--- config.mk ---
export PLATFORM = sky130hd
export DESIGN_NAME = lane_deskew_ctrl
export DESIGN_NICKNAME = d
export VERILOG_FILES = /design/src/rtl/deskew_pkg.sv /design/src/rtl/deskew_lane_tracker.sv /design/src/rtl/lane_deskew_ctrl.sv
export SDC_FILE = /design/constraint.sdc
export NUM_CORES = 1
export LEC_CHECK = 0
export BUFFER_PORTS_ARGS = -buffer_cell sky130_fd_sc_hd__buf_4
export CAP_MARGIN = 20
export CORE_AREA = 2 2 177 179
export DETAILED_ROUTE_END_ITERATION = 12
export DIE_AREA = 0 0 179 181
export PLACE_DENSITY = 0.76
export SYNTH_ARGS = -nofsm -noshare
export SYNTH_HDL_FRONTEND = slang
export SYNTH_SLANG_ARGS = --single-unit
--- constraint.sdc ---
create_clock -name RX_CLK -period 2.9 [get_ports RX_CLK]
set_clock_uncertainty 0.2 [all_clocks]
set_input_delay 0.29 -clock RX_CLK [delete_from_list [all_inputs] [get_ports RX_CLK]]
set_output_delay 0.29 -clock RX_CLK [all_outputs]
set_load 0.1 [all_outputs]
--- src/rtl/deskew_pkg.sv ---
// deskew_pkg: shared FSM state encoding and default SDS/skew settings for lane deskew
package deskew_pkg;
  typedef enum logic [2:0] {S_IDLE, S_SEARCH, S_ALIGN, S_LOCKED, S_ERROR} deskew_state_e;
  localparam logic [7:0] SDS_SYMBOL_DEF = 8'hE1;
  localparam int MAX_SKEW_DEF = 6;
endpackage

--- src/rtl/deskew_lane_tracker.sv ---
// deskew_lane_tracker: per-lane SDS seen flag and arrival-relative delay counter
//   RX_CLK/rst : receive clock, async active-low reset
//   clr_i      : synchronous clear (wins over everything else)
//   hit_i      : SDS observed on this lane this cycle
//   adv_i      : alignment in progress, seen lanes count up
//   seen_o     : lane has delivered its SDS
//   delay_o    : cycles elapsed since this lane's SDS (final value = delay tap)
module deskew_lane_tracker #(
  parameter int DELAY_WIDTH = 3
) (
  input  logic                   RX_CLK,
  input  logic                   rst,
  input  logic                   clr_i,
  input  logic                   hit_i,
  input  logic                   adv_i,
  output logic                   seen_o,
  output logic [DELAY_WIDTH-1:0] delay_o
);
  logic                   seen_q, seen_d;
  logic [DELAY_WIDTH-1:0] cnt_q, cnt_d;
  always_comb begin
    seen_d = clr_i ? 1'b0 : (seen_q | hit_i);
    cnt_d  = clr_i ? '0 :
             (hit_i && !seen_q) ? '0 :
             (seen_q && adv_i) ? cnt_q + 1'b1 : cnt_q;
  end
  always_ff @(posedge RX_CLK or negedge rst) begin
    if (!rst) begin
      seen_q <= 1'b0;
      cnt_q  <= '0;
    end else begin
      seen_q <= seen_d;
      cnt_q  <= cnt_d;
    end
  end
  assign seen_o  = seen_q;
  assign delay_o = cnt_q;
endmodule

--- src/rtl/lane_deskew_ctrl.sv ---
// lane_deskew_ctrl: measures per-lane SDS arrival skew and programs delay-line taps
//   RX_CLK/rst     : receive clock, async active-low reset
//   en, soft_rst   : LTSSM enable (low forces IDLE), synchronous clear
//   active_lanes   : link-width mask, latched when leaving IDLE
//   rx_data        : LANE_COUNT x DATA_WIDTH skewed symbols, block_type per lane
//   delay_select   : LANE_COUNT x DELAY_WIDTH delay taps, valid_data per lane
//   deskew_done/deskew_error/skew_measured : lock status and last locked spread
//   err_count      : ALIGN->ERROR event counter, only with LANE_DESKEW_STATS_EN
module lane_deskew_ctrl import deskew_pkg::*; #(
  parameter int LANE_COUNT  = 32,
  parameter int DATA_WIDTH  = 8,
  parameter int MAX_SKEW    = MAX_SKEW_DEF,
  parameter int DELAY_WIDTH = 3,
  parameter logic [DATA_WIDTH-1:0] SDS_SYMBOL = DATA_WIDTH'(SDS_SYMBOL_DEF)
) (
  input  logic                              RX_CLK,
  input  logic                              rst,
  input  logic                              en,
  input  logic                              soft_rst,
  input  logic [LANE_COUNT-1:0]             active_lanes,
  input  logic [LANE_COUNT*DATA_WIDTH-1:0]  rx_data,
  input  logic [LANE_COUNT-1:0]             block_type,
  output logic [LANE_COUNT*DELAY_WIDTH-1:0] delay_select,
  output logic [LANE_COUNT-1:0]             valid_data,
  output logic                              deskew_done,
  output logic                              deskew_error,
  output logic [DELAY_WIDTH-1:0]            skew_measured
`ifdef LANE_DESKEW_STATS_EN
  ,
  output logic [7:0]                        err_count
`endif
);
  localparam logic [DELAY_WIDTH-1:0] MAX_W = DELAY_WIDTH'(MAX_SKEW);
  deskew_state_e          state_q, state_d;
  logic [LANE_COUNT-1:0]  mask_q, mask_d, valid_q, valid_d;
  logic [LANE_COUNT-1:0]  sds, hit, seen, seen_all, seen_n;
  logic [DELAY_WIDTH-1:0] skew_q, skew_d, skew_inc, meas_q, meas_d;
  logic                   done_q, done_d, err_q, err_d, tracking, all_seen, clr;
  genvar i;
  for (i = 0; i < LANE_COUNT; i++) begin : g_lane
    assign sds[i] = (rx_data[i*DATA_WIDTH +: DATA_WIDTH] == SDS_SYMBOL) && block_type[i];
    deskew_lane_tracker #(.DELAY_WIDTH(DELAY_WIDTH)) u_trk (
      .RX_CLK  (RX_CLK),
      .rst     (rst),
      .clr_i   (clr),
      .hit_i   (hit[i]),
      .adv_i   (state_q == S_ALIGN),
      .seen_o  (seen[i]),
      .delay_o (delay_select[i*DELAY_WIDTH +: DELAY_WIDTH])
    );
  end
  // all_seen includes this cycle's hits so the lock decision lands on the last arrival
  always_comb begin
    tracking = (state_q == S_SEARCH) || (state_q == S_ALIGN);
    hit      = sds & mask_q & {LANE_COUNT{tracking}};
    seen_all = seen | hit;
    all_seen = (seen_all & mask_q) == mask_q;
    skew_inc = skew_q + 1'b1;
    state_d  = (!en || soft_rst) ? S_IDLE :
               (state_q == S_IDLE)   ? ((|active_lanes) ? S_SEARCH : S_IDLE) :
               (state_q == S_SEARCH) ? (!(|hit) ? S_SEARCH : all_seen ? S_LOCKED : S_ALIGN) :
               (state_q == S_ALIGN)  ? ((all_seen && skew_inc <= MAX_W) ? S_LOCKED :
                                        (skew_inc >= MAX_W) ? S_ERROR : S_ALIGN) :
               state_q;
    clr      = state_d == S_IDLE;
    mask_d   = (state_q == S_IDLE) ? active_lanes : mask_q;
    skew_d   = (state_q == S_ALIGN) ? skew_inc : '0;
    meas_d   = soft_rst ? '0 :
               (state_d == S_LOCKED && state_q != S_LOCKED) ? ((state_q == S_ALIGN) ? skew_inc : '0) :
               meas_q;
    seen_n   = clr ? '0 : seen_all;
    valid_d  = (state_d == S_IDLE) ? '0 : mask_d & ~((state_d == S_ALIGN) ? seen_n : '0);
    done_d   = state_d == S_LOCKED;
    err_d    = state_d == S_ERROR;
  end
  always_ff @(posedge RX_CLK or negedge rst) begin
    if (!rst) begin
      state_q <= S_IDLE;
      mask_q  <= '0;
      skew_q  <= '0;
      meas_q  <= '0;
      valid_q <= '0;
      done_q  <= 1'b0;
      err_q   <= 1'b0;
    end else begin
      state_q <= state_d;
      mask_q  <= mask_d;
      skew_q  <= skew_d;
      meas_q  <= meas_d;
      valid_q <= valid_d;
      done_q  <= done_d;
      err_q   <= err_d;
    end
  end
  assign valid_data    = valid_q;
  assign deskew_done   = done_q;
  assign deskew_error  = err_q;
  assign skew_measured = meas_q;
`ifdef LANE_DESKEW_STATS_EN
  logic [7:0] errc_q;
  always_ff @(posedge RX_CLK or negedge rst) begin
    if (!rst) errc_q <= '0;
    else if (soft_rst) errc_q <= '0;
    else if (state_q == S_ALIGN && state_d == S_ERROR && errc_q != 8'hFF) errc_q <= errc_q + 1'b1;
  end
  assign err_count = errc_q;
`endif
endmodule

# Word-level counts from Yosys, hierarchy flattened
# Index checks and enable logic that the tools add are counted.
# op_classes
eq_ne,39
muxes,144
order_cmp,2
reduce_logical,170
add_sub_neg,33
bitwise,38
# op_table
op,n
3-bit 2-to-1 mux,105
8-bit equality test (second input constant),32
32-bit AND,4
32-bit 2-to-1 mux,4
3-bit by 1-bit adder with 3-bit output (second input constant),33
1-bit logical AND,98
3-bit nonzero test,32
32-bit OR reduction,2
1-bit 2-to-1 mux,34
1-bit logical NOT,33
32-bit equality test,1
32-bit inverter,1
1-bit OR,32
32-bit OR,1
3-bit by 2-bit equality test with 1-bit output (second input constant),3
3-bit logical NOT,2
3-bit by 1-bit equality test with 1-bit output (second input constant),1
3-bit equality test (second input constant),1
3-bit >= comparator (second input constant),1
3-bit less-or-equal comparator (second input constant),1
3-bit by 2-bit != test with 1-bit output (second input constant),1
1-bit logical OR,2
2-bit 2-to-1 mux,1
2-bit nonzero test,1
# word_totals
in_bits,324
register_bits,203

# Depth between registers and ports, before layout
# Gate-level depths: netlist of the first run.
# logic_depth
depth_word,19
ltp_mapped,12
ltp_nobuf,9

# Cells and area by module
# Synthesis of the first run repeated with hierarchy kept, for this count alone.
# unflattened
hier_cells,1138
area_unflattened_um2,10961.8
# by_module_without_submodules
module,area_per_inst_um2,n_inst,cells_per_inst
deskew_lane_tracker,191.4,32,19
lane_deskew_ctrl,4835.9,1,530

# Least setup slack after synthesis of the first run
# Ideal clock, no wire load.
# synth_path
path_type,input-to-reg
from,in rx_data[201]
to,reg meas_q[0] (netlist: skew_measured[0])
path_slack_ps,-201
setup_ps,128
path_buffers,0
arrival_time_ps,2773
required_time_ps,2572
stages,9
cell_sequence,or4b_4 > nor3_2 > a211oi_1 > or4_4 > nor4_4 > and2_4 > a31oi_4 > nor4_4 > mux2_1
# synth_via
elab_chain_cells,16
word_cells_on_any_way,19
classes_between,3 x eq/ne; 7 x mux; 4 x bitwise; 5 x reduce/logical
# synth_lines
element,line,text
start: declaration,lane_deskew_ctrl.sv:21,"input logic [LANE_COUNT*DATA_WIDTH-1:0] rx_data,"
8-bit equality test (*),lane_deskew_ctrl.sv:41,assign sds[i] = (rx_data[i*DATA_WIDTH +: DATA_WIDTH] == SDS_SYMBOL) && block_type[i];
1-bit logical AND (*),lane_deskew_ctrl.sv:41,
32-bit AND (*) (2 in a row),lane_deskew_ctrl.sv:55,hit = sds & mask_q & {LANE_COUNT{tracking}};
32-bit OR,lane_deskew_ctrl.sv:56,seen_all = seen | hit;
32-bit AND,lane_deskew_ctrl.sv:57,all_seen = (seen_all & mask_q) == mask_q;
32-bit equality test,lane_deskew_ctrl.sv:57,
1-bit logical AND,lane_deskew_ctrl.sv:62,(state_q == S_ALIGN) ? ((all_seen && skew_inc <= MAX_W) ? S_LOCKED :
3-bit 2-to-1 mux (2 in a row),lane_deskew_ctrl.sv:62,
3-bit 2-to-1 mux (*),lane_deskew_ctrl.sv:61,(state_q == S_SEARCH) ? (!(|hit) ? S_SEARCH : all_seen ? S_LOCKED : S_ALIGN) :
3-bit 2-to-1 mux (*),lane_deskew_ctrl.sv:60,(state_q == S_IDLE) ? ((|active_lanes) ? S_SEARCH : S_IDLE) :
3-bit 2-to-1 mux (*),lane_deskew_ctrl.sv:59,state_d = (!en || soft_rst) ? S_IDLE :
3-bit by 2-bit equality test with 1-bit output (*),lane_deskew_ctrl.sv:69,(state_d == S_LOCKED && state_q != S_LOCKED) ? ((state_q == S_ALIGN) ? skew_inc : '0) :
1-bit logical AND (*),lane_deskew_ctrl.sv:69,
2-bit nonzero test (no line) (*),-,
end signal: assignment,lane_deskew_ctrl.sv:89,meas_q <= meas_d;
end: declaration,lane_deskew_ctrl.sv:37,"logic [DELAY_WIDTH-1:0] skew_q, skew_d, skew_inc, meas_q, meas_d;"
# Every way passes the cells marked *; elsewhere a longest branch is shown, timed or not.
# A chain may end at the register's enable or synchronous reset.

# Final worst setup path of the first run
# layout_path
from,reg state_q[0]
to,reg meas_q[0] (netlist: skew_measured[0])
# layout_via
elab_chain_cells,15
word_cells_on_any_way,24
classes_between,5 x eq/ne; 10 x mux; 3 x bitwise; 6 x reduce/logical
# layout_lines
element,line,text
start: declaration,lane_deskew_ctrl.sv:34,"deskew_state_e state_q, state_d;"
start signal: assignment,lane_deskew_ctrl.sv:86,state_q <= state_d;
3-bit by 1-bit equality test with 1-bit output or 3-bit by 2-bit equality test with 1-bit output (tied branches),-,
1-bit logical OR,lane_deskew_ctrl.sv:54,tracking = (state_q == S_SEARCH) || (state_q == S_ALIGN);
32-bit AND,lane_deskew_ctrl.sv:55,
32-bit OR,lane_deskew_ctrl.sv:56,
32-bit AND,lane_deskew_ctrl.sv:57,
32-bit equality test,lane_deskew_ctrl.sv:57,
1-bit logical AND,lane_deskew_ctrl.sv:62,
3-bit 2-to-1 mux (2 in a row),lane_deskew_ctrl.sv:62,
3-bit 2-to-1 mux,lane_deskew_ctrl.sv:61,
3-bit 2-to-1 mux,lane_deskew_ctrl.sv:60,
3-bit 2-to-1 mux,lane_deskew_ctrl.sv:59,
3-bit by 2-bit equality test with 1-bit output,lane_deskew_ctrl.sv:69,
1-bit logical AND,lane_deskew_ctrl.sv:69,
2-bit nonzero test (no line),-,
# Parallel ways exist; a longest one is shown, timed or not. The select of a mux whose other input is x is not followed.

==> results of run 1 <==
path summary, 6_finish.rpt:
kind	startpoint	end	cells after the start
worst min-delay path	rst	g_lane[12].u_trk.delay_o[0]$_DFFE_PN0P_	2
min in group RX_CLK	rx_data[193]	g_lane[24].u_trk.seen_o$_DFF_PN0_	5
worst max register to register	state_q[0]$_DFF_PN0_	skew_measured[0]$_DFFE_PN0P_	11
max in group asynchronous	rst	g_lane[1].u_trk.seen_o$_DFF_PN0_	3
worst min register to register	skew_q[0]$_DFF_PN0_	skew_q[0]$_DFF_PN0_	1
worst max-delay path	state_q[0]$_DFF_PN0_	skew_measured[0]$_DFFE_PN0P_	11
cells by family (layout without fill, tap and decap cells):
logic type / Yosys count / count (layout) / synth area share
buf+inv: 99 / 676 / 0.0352
compound gates: 203 / 203 / 0.128
xor+xnor: 67 / 67 / 0.0556
simple gates: 556 / 556 / 0.255
mux: 27 / 27 / 0.0276
fa+ha+maj: 34 / 34 / 0.0386
other cells: 0 / 1 / 0
flops: 203 / 203 / 0.460
critical path: cells and delay by family (launching register included):
| kind | cells | cell delay (ps) |
|---|---|---|
| AO/OA/AOI/OAI | 2 | 210 |
| XOR/XNOR | 1 | 130 |
| buffers and inverters | 2 | 300 |
| flip-flops | 1 | 450 |
| multiplexers | 1 | 360 |
| AND/OR/NAND/NOR | 5 | 1420 |
per-layer routing:
metal,part of all wire,vias to the layer above
li1,-,5300
met1,0.42,5604
met2,0.49,510
met3,0.067,75
met4,0.029,0
met5,0,-
repair_timing:
item	4_1_cts	5_1_grt
resized for setup	25	19
pin swaps	10	6
endpoints found under the setup margin	39	69
hold endpoints to repair	105	0
setup buffers	3	3
hold buffers	34	0
gates cloned	1	0
state kept, by name (all words and copies together) (netlist names):
name / count
deskew_done: 1
deskew_error: 1
g_lane.u_trk.delay_o: 96
g_lane.u_trk.seen_o: 32
mask_q: 32
skew_measured: 3
skew_q: 3
state_q: 3
valid_data: 32
layout make-up:
| cell class | count | area share |
|---|---|---|
| inverters | 54 | 0.0122 |
| repair buffers | 578 | 0.269 |
| multi-input cells | 887 | 0.340 |
| clock inverters | 9 | 0.00608 |
| flip-flops and latches | 203 | 0.301 |
| diodes | 1 | 0.000148 |
| clock buffers | 35 | 0.0417 |
| well taps | 396 | 0.0294 |
synthesized netlist by cell type, types with 3 or more instances:
cell type,n,area share
nor2_1,190,0.065
nor3_1,7,0.0032
clkbuf_1,33,0.011
nand4_1,34,0.019
inv_1,53,0.018
a21oi_1,49,0.022
mux2_2,24,0.024
a22oi_1,92,0.063
a31oi_1,7,0.0040
nor3b_1,22,0.015
o211a_1,6,0.0054
and4b_1,5,0.0045
a41oi_1,3,0.0024
and3_1,3,0.0017
nor4_1,17,0.0096
nand2_1,149,0.051
nand2b_1,41,0.023
mux2_1,3,0.0031
nand3_1,15,0.0068
nor2b_1,18,0.010
o21a_1,3,0.0020
xnor2_1,65,0.052
and4_1,20,0.016
buf_1,3,0.0010
a311oi_1,3,0.0024
o21ai_0,15,0.0068
or4_1,3,0.0020
a21boi_0,4,0.0027
ha_1,34,0.039
buf_2,7,0.0032
dfrtp_1,203,0.46
o31ai_1,3,0.0020
or3b_2,5,0.0040
metrics by stage:
step | hold slack [ps] | setup TNS [ps] | cell area, µm²
final | 126 | -7330 | 16900
after global routing | 124 | -11810 | 16900
after CTS | 104 | -10230 | 16800
after detailed placement | 129 | -20030 | 15500
after global placement | 130 | -19140 | 15500
after floorplan | -206 | -168 | 11000
power groups by stage:
stage | clock network (mW) | logic [mW] | registers, mW
final | 3.09 | 1.18 | 2.96
after global routing | 3.25 | 1.26 | 2.97
after CTS | 3.15 | 1.18 | 2.96
after detailed placement | 0 | 1.12 | 3.01
after global placement | 0 | 1.10 | 3.01
after floorplan | 0 | 0.278 | 3.17
==> flow_summary.json, run 1 <==
{
  "status": "complete, but fails checks",
  "violations": "setup timing",
  "most-common-layout-cells": "526 x buf_4, 201 x dfrtp_1, 187 x nor2_1",
  "met1_usage": 0.357,
  "die-width_um": 179,
  "grt_use_total": 0.269,
  "layout_setup_ws_ps": -288,
  "vdd_ir_drop_max_v": 0.000293,
  "global_route.peak_usage_layer": "met2",
  "nFillCells": 2688,
  "reg2reg_slack_ps": -290,
  "internal_power_mw": 5.32,
  "global_route.overflow_total": 0,
  "number_of_different_library_cells_in_the_post_synthesis_netlist": 72,
  "num_rows": 64,
  "globalplace.congestion": 0.919,
  "clkPwrFrac": 0.427,
  "final_number_of_max_transition_violations": 0,
  "drc": 0,
  "nNetsFinal": 2106,
  "finalSetupViolCount": 36,
  "count_of_buffers_from_port_buffering": 456,
  "power.switching_mw": 1.92,
  "wire_per_inst_um": 20.5,
  "dominantRegCellSynth": "dfrtp_1",
  "grtUsageMet3": 0.0406,
  "antenna_violating_nets_post_route": 0,
  "clkSlewWorstSetupHoldPaths_ps": 60,
  "number_of_warnings_reported_in_the_yosys_synthesis_log": 0,
  "grt_pass1_wl_um": 66300,
  "syn-num-nets": 1547,
  "sequential_cell_area_in_the_final_layout_mm2": 0.00508,
  "place_ws_ps": -607,
  "tritoncts": "done",
  "clockRootBuffer": "clkbuf_16",
  "cts.path.max_buffers": 3,
  "tightestPinTransition_ps": 711,
  "rsz0062_at_grt": "true",
  "drtIter0Drc": 855,
  "core_area_mm2": 0.0303,
  "critical_path.startpoint_type": "flip-flop",
  "die_area_mm2": 0.0324,
  "arrival_time_reported_for_the_critical_path_endpoint_ps": 3390,
  "final_core_utilization": 0.556,
  "layout-drive-gt1-share": 0.369,
  "initial_utilization": 0.364,
  "syn-instance-count": 1189,
  "routed-via-count": 11500,
  "multi_input_comb_area_mm2": 0.00574,
  "die_y_um": 181,
  "numCtsBuffers": 24,
  "numPlacedInstances": 2080,
  "leakage_dissipation_nw": 8.33,
  "fmax_ghz": 0.314,
  "final_common_cell": "buf_4",
  "slew_headroom": 0.526,
  "io_pins": 457,
  "ys_async_sr_fraction": 1.00,
  "layout_min_cycle_time_ps": 3190,
  "worstSetupPathType": "reg2reg",
  "switching_share": 0.265,
  "synth_seq_cells": 203,
  "crit_path_max_incr_delay_ps": 510,
  "clock_sinks": 203,
  "first_pass_iters": 5,
  "vias_per_cell": 5.31,
  "power.combinational.fraction": 0.163,
  "cts_htree_levels": 1,
  "worstPathRequired_ps": 3100,
  "report.final.hold_viol_count": 0,
  "worst_path_max_delay_cell": "or4_4",
  "fin_total_pwr_mw": 7.24,
  "hold_path.class": "in2async",
  "cp_max_fo": 7,
  "maximum_number_of_pins_on_one_net_before_global_route_repair": 67,
  "yosysSeqAreaShare": 0.460,
  "dp_hpwl_um": 34700,
  "setup.worst_path.end_class": "flip-flop",
  "antenna_violations_before_repair": 1,
  "via_count_of_the_first_global_routing_pass": 11600,
  "timing.critical_path.cells": "buf_6 > xnor2_4 > nor2_4 > buf_6 > a311oi_2 > or4_4 > nor4_4 > and2_4 > a31oi_4 > nor4_4 > mux2_1",
  "synth_area_per_cell_um2": 9.28,
  "cell_area_after_synthesis_mm2": 0.0110,
  "finalNonFillerCells": 2163,
  "syn2layout_area_growth_pct": 53.0,
  "synth-edff-count": 0,
  "max-cap-violations": 0,
  "worstSkewPairLatency_ps": 520,
  "timing.final.crit_share": 1.10,
  "powerDensity_mw_per_mm2": 429,
  "grt_use_met2": 0.451,
  "seq_power_share": 0.409,
  "detail_route.wirelength_um": 44400
}
No activity file was read; power rests on OpenSTA's default activity.
==> inputs of run 2 (changes only) <==
GPL_ROUTABILITY_DRIVEN = 1   (was unset)
PLACE_DENSITY = 0.73   (was 0.76)
clock period = 3.8 ns   (was 2.9 ns; I/O delays follow)
==> run 2 against run 1 <==
Effect of this change: the flow now finishes without violations; utilization down 2.1 points; highest routed layer is now met5; sequential share of layout area up 1.2 points; final area down 3.8%; critical path type unchanged; register-to-register slack better by 450 ps.
==> flow_summary.json, run 2 (synthesized netlist as in run 1, its figures left out) <==
{
  "die_area_mm2": 0.0324,
  "syn2layout_area_growth_pct": 47.2,
  "worst_hold_slack_ps": 45.9,
  "powerDensity_mw_per_mm2": 343,
  "power.combinational.fraction": 0.149,
  "finalNonFillerCells": 2099,
  "largest_register_ff_count": 96,
  "nNetsFinal": 2042,
  "critical_path.startpoint_type": "flip-flop",
  "layout-drive-gt1-share": 0.335,
  "report.final.hold_viol_count": 0,
  "setup.worst_path.end_class": "flip-flop",
  "worstPathRequired_ps": 4000,
  "antenna_violating_nets_post_route": 0,
  "final_number_of_max_transition_violations": 0,
  "clkSlewWorstSetupHoldPaths_ps": 60,
  "global_route.overflow_total": 0,
  "rsz0062_at_grt": "false",
  "cts.path.max_buffers": 3,
  "die-width_um": 179,
  "core_area_mm2": 0.0303,
  "status": "complete, no violations",
  "final_core_utilization": 0.535,
  "drtIter0Drc": 724,
  "switching_share": 0.262,
  "dp_hpwl_um": 33400,
  "worstSetupPathType": "reg2reg",
  "wire_per_inst_um": 20.6,
  "antenna_violations_before_repair": 2,
  "fmax_ghz": 0.275,
  "timing.final.crit_share": 0.958,
  "crit_cells": 9,
  "fin_total_pwr_mw": 5.57,
  "most-common-layout-cells": "477 x buf_4, 203 x dfrtp_1, 189 x nor2_1",
  "place_ws_ps": 58.9,
  "worstSkewPairLatency_ps": 520,
  "critPathLaunch": "state_q[1]$_DFF_PN0_",
  "grt_pass1_wl_um": 64300,
  "die_y_um": 181,
  "tritoncts": "done",
  "clock_sinks": 203,
  "count_of_buffers_from_port_buffering": 456,
  "hold_path_depth": 3,
  "fin_area_mm2": 0.0162,
  "power.switching_mw": 1.46,
  "hold_path.class": "in2reg",
  "finalSetupViolCount": 0,
  "clkPwrFrac": 0.446,
  "internal_power_mw": 4.11,
  "vias_per_cell": 5.26,
  "timing.critical_path.cells": "xnor2_2 > nor2_4 > a311oi_1 > or4_4 > nor4_4 > and2_4 > a31oi_4 > nor4_4 > mux2_1",
  "layout_setup_ws_ps": 161,
  "routed-via-count": 11000,
  "max-cap-violations": 0,
  "numPlacedInstances": 2022,
  "reg2reg_slack_ps": 160,
  "clockRootBuffer": "clkbuf_16",
  "tightestPinTransition_ps": 812,
  "final.setup.tns_ps": 0,
  "cp_num_buf_inv": 0,
  "io_pins": 457,
  "maximum_number_of_pins_on_one_net_before_global_route_repair": 130,
  "vdd_ir_drop_max_v": 0.000244,
  "worst_r2r_startpoint": "state_q[1]$_DFF_PN0_",
  "arrival_time_reported_for_the_critical_path_endpoint_ps": 3840,
  "cp_max_fo": 15,
  "crit_path_max_incr_delay_ps": 540,
  "numCtsBuffers": 24,
  "cell_area_placed_mm2": 0.0151,
  "leakage_dissipation_nw": 8.01,
  "reg2regPathDepth": 9,
  "cts_htree_levels": 1,
  "initial_utilization": 0.364,
  "first_pass_iters": 5,
  "detail_route.wirelength_um": 43200,
  "postCtsResizedCells": 0,
  "drc": 0,
  "via_count_of_the_first_global_routing_pass": 11100,
  "final_common_cell": "buf_4",
  "grt_use_total": 0.262,
  "slew_headroom": 0.459,
  "worst_path_max_delay_cell": "or4_4",
  "path_common_cell": "nor4_4",
  "seq_power_share": 0.405,
  "layout_min_cycle_time_ps": 3640,
  "timing.critical_path.max_delay_family": "simple AND/OR/NAND/NOR gates",
  "setup.worst_path.end": "skew_measured[2]$_DFFE_PN0P_",
  "globalplace.congestion": 0.863,
  "num_rows": 64,
  "r2r-end": "skew_measured[2]$_DFFE_PN0P_"
}
==> run 2: changes by cell type in the layout (fill, tap and decap cells not counted), moves of 4 or more <==
cell,before,now
buf_4,526,477
a21oi_2,10,0
a21oi_1,38,49
buf_6,11,0
clkbuf_1,6,2
==> run 2: layer usage <==
metal	vias to the layer above	wire, µm	global-route usage
met3	72	3210	0.0537
met5	-	8	0
met1	5342	17600	0.336
met2	443	21300	0.448
li1	5183	-	-
met4	2	1050	0.0624
==> run 2: layout make-up <==
class | count | area [µm²]
fillers | 2721 | 14100
multi-input cells | 887 | 5610
flip-flops and latches | 203 | 5080
repair buffers | 514 | 4000
clock buffers | 33 | 716
well taps | 396 | 495
inverters | 54 | 203
clock inverters | 11 | 141
diodes | 1 | 2.50
==> run 2: power groups by stage <==
| stage | logic [mW] | registers (mW) | clock network (mW) |
|---|---|---|---|
| final | 0.831 | 2.26 | 2.48 |
| after global routing | 0.887 | 2.27 | 2.62 |
| after CTS | 0.838 | 2.26 | 2.53 |
| after detailed placement | 0.808 | 2.30 | 0 |
| after global placement | 0.797 | 2.30 | 0 |
| after floorplan | 0.211 | 2.42 | 0 |
==> run 2: worst min path at each step <==
stage | startpoint | endpoint | slack [ps]
after CTS | active_lanes[16] | mask_q[16]$_DFF_PN0_ | 20
after global placement | rst | g_lane[11].u_trk.delay_o[2]$_DFFE_PN0P_ | 290
after global routing | active_lanes[16] | mask_q[16]$_DFF_PN0_ | 60
after detailed placement | rst | g_lane[11].u_trk.delay_o[2]$_DFFE_PN0P_ | 290
after floorplan | rst | deskew_done$_DFF_PN0_ | -120
final | soft_rst | skew_measured[0]$_DFFE_PN0P_ | 50
==> run 2: repair_timing <==
item,in CTS,in global routing
buffers inserted,0,0
hold buffers,32,0
setup endpoints to repair,0,0
hold endpoints to repair,116,0
==> run 2: worst reg2reg max path, delay by kind of cell, from the launching register on <==
kind,cells,cell delay (ps)
simple gates,5,1830
flops,1,470
compound gates,2,400
mux,1,360
xor+xnor,1,250
